===== config.mk =====
export PLATFORM = sky130hd
export DESIGN_NAME = swimmer_sprite_drawer
export DESIGN_NICKNAME = d
export VERILOG_FILES = /design/src/rtl/swimmer_sprite_drawer.sv
export SDC_FILE = /design/constraint.sdc
export NUM_CORES = 1
export LEC_CHECK = 0
export ABC_CLOCK_PERIOD_IN_PS = 5600
export CORE_MARGIN = 2
export CORE_UTILIZATION = 54
export DETAILED_ROUTE_END_ITERATION = 10
export GPL_TIMING_DRIVEN = 0
export PLACE_DENSITY = 0.82
export SLEW_MARGIN = 20
export SYNTH_ARGS = -nofsm -noshare
export SYNTH_HDL_FRONTEND = slang
export SYNTH_SLANG_ARGS = --single-unit

===== constraint.sdc =====
create_clock -name clock -period 5.6 [get_ports clock]
set_clock_uncertainty 0.1 [all_clocks]
set_input_delay 1.4 -clock clock [delete_from_list [all_inputs] [get_ports clock]]
set_output_delay 1.4 -clock clock [all_outputs]
set_load 0.05 [all_outputs]

===== src/rtl/swimmer_sprite_drawer.sv =====
// Swimmer sprite pixel engine.
// Walks an SPR_W x SPR_H box at the latched swimmer position, one pixel per
// cycle. Each pixel is written to the VGA adapter port from either the sprite
// ROM (draw) or the background ROM (erase). Both ROMs have a 1-cycle read, so
// pixel coordinates pass through a one-stage pipeline to meet the ROM data.
module swimmer_sprite_drawer #(
    parameter int unsigned SPR_W  = 11,
    parameter int unsigned SPR_H  = 17,
    parameter int unsigned SCR_W  = 160,
    parameter int unsigned SCR_H  = 120,
    parameter logic [2:0]  TRANSP = 3'b111,
    parameter int unsigned SPR_AW = 8
) (
    input  logic              clock,
    input  logic              resetn,
    input  logic              plot,
    input  logic              earse,
    input  logic [7:0]        swimmerX,
    input  logic [6:0]        swimmerY,
    input  logic [8:0]        bY,
    output logic [SPR_AW-1:0] spr_addr,
    input  logic [2:0]        spr_colour,
    output logic [16:0]       bg_addr,
    input  logic [2:0]        bg_colour,
    output logic [7:0]        vga_x,
    output logic [6:0]        vga_y,
    output logic [2:0]        vga_colour,
    output logic              vga_writeEn,
    output logic              busy,
    output logic              done
);

    localparam int unsigned PXW = $clog2(SPR_W);
    localparam int unsigned PYW = $clog2(SPR_H);
    localparam logic [PXW-1:0] PX_LAST = PXW'(SPR_W - 1);
    localparam logic [PYW-1:0] PY_LAST = PYW'(SPR_H - 1);

    localparam logic [1:0] S_IDLE  = 2'd0;
    localparam logic [1:0] S_RUN   = 2'd1;
    localparam logic [1:0] S_FLUSH = 2'd2;
    localparam logic [1:0] S_DONE  = 2'd3;

    logic [1:0]     state_q, state_d;
    logic [PXW-1:0] px_q, px_d;
    logic [PYW-1:0] py_q, py_d;
    logic [1:0]     served_q, served_d;
    logic [7:0]     x0_q, x0_d;
    logic [6:0]     y0_q, y0_d;
    logic [8:0]     b0_q, b0_d;
    logic           mode_q, mode_d;

    logic           p_valid_q, p_valid_d;
    logic [8:0]     p_x_q, p_x_d;
    logic [7:0]     p_y_q, p_y_d;

    logic [1:0]     tag;
    logic           in_run;
    logic [8:0]     pix_x;
    logic [7:0]     pix_y;
    logic [9:0]     bg_row;
    logic [16:0]    bg_lin;

    assign tag    = {plot, earse};
    assign in_run = (state_q == S_RUN);

    // Screen coordinate of the pixel currently being addressed; 9/8 bits wide
    // so positions past the right/bottom edge are visible to the clip test.
    assign pix_x  = {1'b0, x0_q} + 9'(px_q);
    assign pix_y  = {1'b0, y0_q} + 8'(py_q);

    // Background row includes the scroll offset; row pitch of 160 is built as
    // r*128 + r*32, and the sum wraps naturally at 17 bits.
    assign bg_row = {1'b0, b0_q} + 10'(y0_q) + 10'(py_q);
    assign bg_lin = {bg_row, 7'b0} + {2'b0, bg_row, 5'b0} + {8'b0, pix_x};

    assign spr_addr = in_run ? (SPR_AW'(py_q) * SPR_AW'(SPR_W) + SPR_AW'(px_q)) : '0;
    assign bg_addr  = in_run ? bg_lin : '0;

    // Write stage: ROM data arrives alongside the registered coordinates.
    // Off-screen pixels still take their cycle but are never strobed, and the
    // colour key suppresses transparent sprite pixels in draw mode only.
    assign vga_x       = p_x_q[7:0];
    assign vga_y       = p_y_q[6:0];
    assign vga_colour  = mode_q ? bg_colour : spr_colour;
    assign vga_writeEn = p_valid_q
                       & (p_x_q < 9'(SCR_W))
                       & (p_y_q < 8'(SCR_H))
                       & (mode_q | (spr_colour != TRANSP));

    assign busy = (state_q == S_RUN) | (state_q == S_FLUSH);
    assign done = (state_q == S_DONE);

    // Next-state logic: request detection, box walk and pipeline feed.
    always_comb begin
        // NOTE: every variable gets its hold value first, so no path through
        // the case below can leave one unassigned and infer a latch.
        state_d   = state_q;
        px_d      = px_q;
        py_d      = py_q;
        served_d  = served_q;
        x0_d      = x0_q;
        y0_d      = y0_q;
        b0_d      = b0_q;
        mode_d    = mode_q;
        p_valid_d = in_run;
        p_x_d     = pix_x;
        p_y_d     = pix_y;

        case (state_q)
            S_IDLE: begin
                if (plot && (tag != served_q)) begin
                    state_d  = S_RUN;
                    served_d = tag;
                    x0_d     = swimmerX;
                    y0_d     = swimmerY;
                    b0_d     = bY;
                    mode_d   = earse;
                    px_d     = '0;
                    py_d     = '0;
                end else if (!plot) begin
                    // Forget the last request so the next plot retriggers.
                    served_d = 2'b00;
                end
            end
            S_RUN: begin
                if (px_q == PX_LAST) begin
                    px_d = '0;
                    if (py_q == PY_LAST) begin
                        py_d    = '0;
                        state_d = S_FLUSH;
                    end else begin
                        py_d = py_q + 1'b1;
                    end
                end else begin
                    px_d = px_q + 1'b1;
                end
            end
            S_FLUSH: state_d = S_DONE;
            S_DONE:  state_d = S_IDLE;
            default: state_d = S_IDLE;
        endcase
    end

    // State registers with synchronous active-low reset; a reset mid-pass
    // drops the pipeline valid bit so no further writes escape.
    always_ff @(posedge clock) begin
        // NOTE: sequential state uses non-blocking assignments so every
        // register samples the pre-edge value of every other register.
        if (!resetn) begin
            state_q   <= S_IDLE;
            px_q      <= '0;
            py_q      <= '0;
            served_q  <= 2'b00;
            x0_q      <= '0;
            y0_q      <= '0;
            b0_q      <= '0;
            mode_q    <= 1'b0;
            p_valid_q <= 1'b0;
            p_x_q     <= '0;
            p_y_q     <= '0;
        end else begin
            state_q   <= state_d;
            px_q      <= px_d;
            py_q      <= py_d;
            served_q  <= served_d;
            x0_q      <= x0_d;
            y0_q      <= y0_d;
            b0_q      <= b0_d;
            mode_q    <= mode_d;
            p_valid_q <= p_valid_d;
            p_x_q     <= p_x_d;
            p_y_q     <= p_y_d;
        end
    end

endmodule


==> results.md <==
- The later-pin clock latency in the skew report is 0.32 ns.
- Timing would allow up to 178 MHz.
- The height of the die is 94.9 um.
- Setup repair after global routing could not meet its margin everywhere.
- The count of standard-cell rows is 33.
- In this run the critical register-to-register path is launched from state_q[1].
- The final setup slack of the worst path is -0.0188 ns.
- The type of origin of the critical path is a flip-flop.
- The final RePlAce weighted congestion is 0.798.
- For this run, the total global-route usage over all layers was measured as 24.4%.
- The final reports fail on setup timing.
- The power per cell area is 372 nW/um^2.
- The total inserted antenna cells is 0.
- The cell count after synthesis came out at 540.
- The deepest clock path buffer count is 2.
- The maximum vdd drop is 0.223 mV.
- The largest individual stage delay along the critical path comes from the cell sky130_fd_sc_hd__fa_1.
- During synthesis, Yosys emitted a total of 0 warnings.
- Counting flops and latches in the post-synthesis netlist gives 56.
- CTS built an H-tree with a depth of 2.
- The cell area after synthesis is 4460 um^2.
- The average via count per standard cell is 5.51.
- Detailed placement finished with a half-perimeter wire length of 8420 um.
- Setup violations remaining at the end of the flow were counted as 1.
- The critical-path maximum fanout is 9.
- Pin placement for this block handled 80 I/O pins.
- The number of antenna violations at the first check in global routing came to 0.
- The longest individual stage delay on the worst path is 0.57 ns.
- At the pin with the least slew margin, the transition time is 0.616 ns.
- After clock tree synthesis, the flow added hold-fix buffers numbering 0.
- The routed wire length per instance is 15.3 um.
- Walking the worst path, the cells encountered are fa_1 > ha_2 > o21a_4 > a211o_2 > nand2_1 > xnor2_2 > xnor2_1 > ha_2 > o211a_1 > o31a_1 > o211ai_1 > a211o_1 > nand2_1 > buf_6.
- Cells with a size suffix above 1 make up 18.4% of the layout.
- From left edge to right edge, the die measures 94.9 um.
- After routing the design area is 5850 um^2.
- The floorplan die area is 9010 um^2.
- The most common cell after layout, fill and taps aside is sky130_fd_sc_hd__nand2_1.
- The fraction of the cycle the final worst path needs is 100%.
- The cell family with the largest share of critical-path delay is compound AO/OA/AOI/OAI gates.
- The fraction of registers with async set or reset after synthesis is 0%.
- In the global route stage, met2 resource usage came out at 45.9%.
- The library cell used as clock root buffer is sky130_fd_sc_hd__clkbuf_8.
- The post-route core utilization is 71.9%.
- The sequential element share of the synthesized area is 25.1%.
- The number of detailed-route iterations in the first pass is 4.
- The worst path buffer plus inverter count is 1.
- The clock tree from TritonCTS is built.
- The leakage power summed over all cells is 2.67 nW.
- The filler cells instantiated in the layout total 593.
- The core outline area is 8130 um^2.
- The routed layout has 4118 vias.
- Global routing used 3.43% of the available met3 tracks.
- The run finished, with violations left.
- The sort of element at the end of the critical path is an output port.
- The data arrival at the endpoint of the critical path is 4.12 ns.
- At the worst endpoint, the required time is 4.10 ns.
- In this run the most used layer during global routing was met2.
- The top cell types in the final layout, fill and taps aside, are sky130_fd_sc_hd__nand2_1 (68), sky130_fd_sc_hd__clkdlybuf4s50_1 (67), sky130_fd_sc_hd__ha_1 (48), sky130_fd_sc_hd__dfxtp_1 (48), sky130_fd_sc_hd__a21oi_1 (46).
- The met1 global-route usage is 29.3%.
- At the end of the flow, the number of nets in the layout was 750.
- Counting distinct cell types in the post-synthesis netlist gives 52.
- Max-cap violations in this run came to 0.
- The sum of internal, switching and leakage power is 0.00218 W.
- The pin count of the biggest net entering global routing is 20.
- The first global-routing pass estimated 17300 um of wire.
- From synthesis to final layout, the design area changed by 31.0%.
- The DRC violations left is 0.
- The via count of the first global-routing pass is 3819.
- The count of buffers added on input and output ports is 78.
- The clock slew at the register clock pins of the worst setup and hold paths is 0.11 ns.
- The placed standard-cell area is 5390 um^2.
- The iteration-0 DRC count of the detailed router is 161.
- In this run the worst setup path begins at py_q[3].
- The number of nets in the synthesized netlist is 648.
- The number of max-slew violations in the final report is 0.
- The number of CTS-inserted buffers is 5.
- The average instance in the mapped netlist occupies 8.27 um^2.
- The number of failing hold endpoints at the final stage is 0.
- After detailed routing, the total wire length is 11500 um.
- The startpoint identified for the worst hold timing path is b0_q[5].
- Among all flip-flop cells after synthesis, the most frequent one is sky130_fd_sc_hd__dfxtp_1.
- The starting density of the core is 54.9%.
- In this run the worst hold path is classified as reg -> reg.
- Summed over all layers, the global routing overflow is 0.
- The shortest clock period the worst path allows after layout is 5.62 ns.
- The critical path in this run is classified as reg -> out.
- The count of nets left with antenna violations once routing finished came out at 0.
- The number of clock sinks seen by CTS is 56.
- The number of enable-type register cells in the synthesized netlist is 0.
- Headroom to the max-slew limit came out at 58.9%.
-- cells by family (layout without fill, tap and decap cells) --
group                    after synthesis  count (layout)  synth area share [%]
flip-flops                            56              56                  25.1
AND/OR/NAND/NOR                      184             184                  20.2
multiplexers                          10              10                  2.41
buffers and inverters                 76             179                  7.99
AO/OA/AOI/OAI                        117             117                  16.5
XOR/XNOR                              23              23                  4.51
adder cells (fa/ha/maj)               74              74                  23.3
-- per-stage QoR --
stage / std cells / setup slack [ns] / setup TNS (ns) / hold slack (ns)
floorplan: 540 / -0.0759 / -0.0759 / 0.336
global placement: 723 / -0.690 / -3.62 / 0.347
detailed placement: 723 / -0.755 / -4.10 / 0.355
CTS: 734 / -0.00612 / -0.0107 / 0.371
global route: 748 / -0.187 / -0.471 / 0.394
finish: 748 / -0.0188 / -0.0188 / 0.369
-- registers in the layout, summed over array words and instances, names as in the netlist --
signal	flops
p_valid_q	1
py_q	5
p_x_q	9
x0_q	8
p_y_q	8
b0_q	9
mode_q	1
px_q	4
y0_q	7
served_q	2
state_q	2
-- final cells by class --
class	count	area [um^2]	share of cell area, %
buffer	31	188	3.21
clock buffer	5	68.8	1.18
clock inverter	3	27.5	0.471
inverter	45	169	2.89
multi-input combinational	408	3220	55.1
sequential	56	1140	19.5
tap	105	131	2.25
timing repair buffer	95	900	15.4
-- worst reg2reg max path, stage by stage, from the launching register on --
cell and delay, ns:
sky130_fd_sc_hd__dfxtp_1 0.35, sky130_fd_sc_hd__inv_1 0.11, sky130_fd_sc_hd__ha_1 0.14, sky130_fd_sc_hd__buf_2 0.21
sky130_fd_sc_hd__clkinv_1 0.34, sky130_fd_sc_hd__nor2_2 0.39, sky130_fd_sc_hd__nand2_1 0.17, sky130_fd_sc_hd__mux2_2 0.29
sky130_fd_sc_hd__nor2_1 0.09
-- worst paths after layout --
kind / end / slack (ns) / depth (start not counted)
worst min register to register: b0_q[5] / 0.37 / 2
worst max register to register: py_q[0] / 3.36 / 8
worst max-delay path: bg_addr[16] / -0.02 / 14
worst min-delay path: b0_q[5] / 0.37 / 2
-- per-layer routing --
layer | part of all wire, % | wire, um
met3 | 3.8 | 438
met5 | 0 | 0
met4 | 2.2 | 253
met1 | 42 | 4870
met2 | 52 | 5910
-- Yosys cell counts (5+ instances only) --
cell                       count  area [um^2]
sky130_fd_sc_hd__nand2b_1      8         50.1
sky130_fd_sc_hd__ha_1         59          738
sky130_fd_sc_hd__a211oi_1      5         37.5
sky130_fd_sc_hd__nand4_1       5         31.3
sky130_fd_sc_hd__nor2b_1       8         50.1
sky130_fd_sc_hd__a21o_1       14          105
sky130_fd_sc_hd__inv_1        43          161
sky130_fd_sc_hd__buf_4        18          135
sky130_fd_sc_hd__fa_1         15          300
sky130_fd_sc_hd__nor2_1       29          109
sky130_fd_sc_hd__clkbuf_1     10         37.5
sky130_fd_sc_hd__nand3_1      12         60.1
sky130_fd_sc_hd__dfxtp_1      56         1120
sky130_fd_sc_hd__and2_1       20          125
sky130_fd_sc_hd__xor2_1        9         78.8
sky130_fd_sc_hd__nand2_1      68          255
sky130_fd_sc_hd__nor3_1       12         60.1
sky130_fd_sc_hd__a21oi_1      53          265
sky130_fd_sc_hd__xnor2_1      14          123
sky130_fd_sc_hd__o21ai_0      15         75.1
sky130_fd_sc_hd__mux2_2        6         67.6
-- where the power goes --
group	internal, W	switching, W	leakage, nW
sequential	0.000464	0.0000580	0.462
clock	0.0000922	0.000143	0.0463
combinational	0.000580	0.000841	2.16
-- what timing repair did --
action | CTS | global route
endpoints found under the setup margin | 10 | 9
gates resized for setup | 69 | 40
pin swaps | 7 | 33
buffers inserted | 3 | 14
Note: power is estimated with default switching activity, not from simulation.
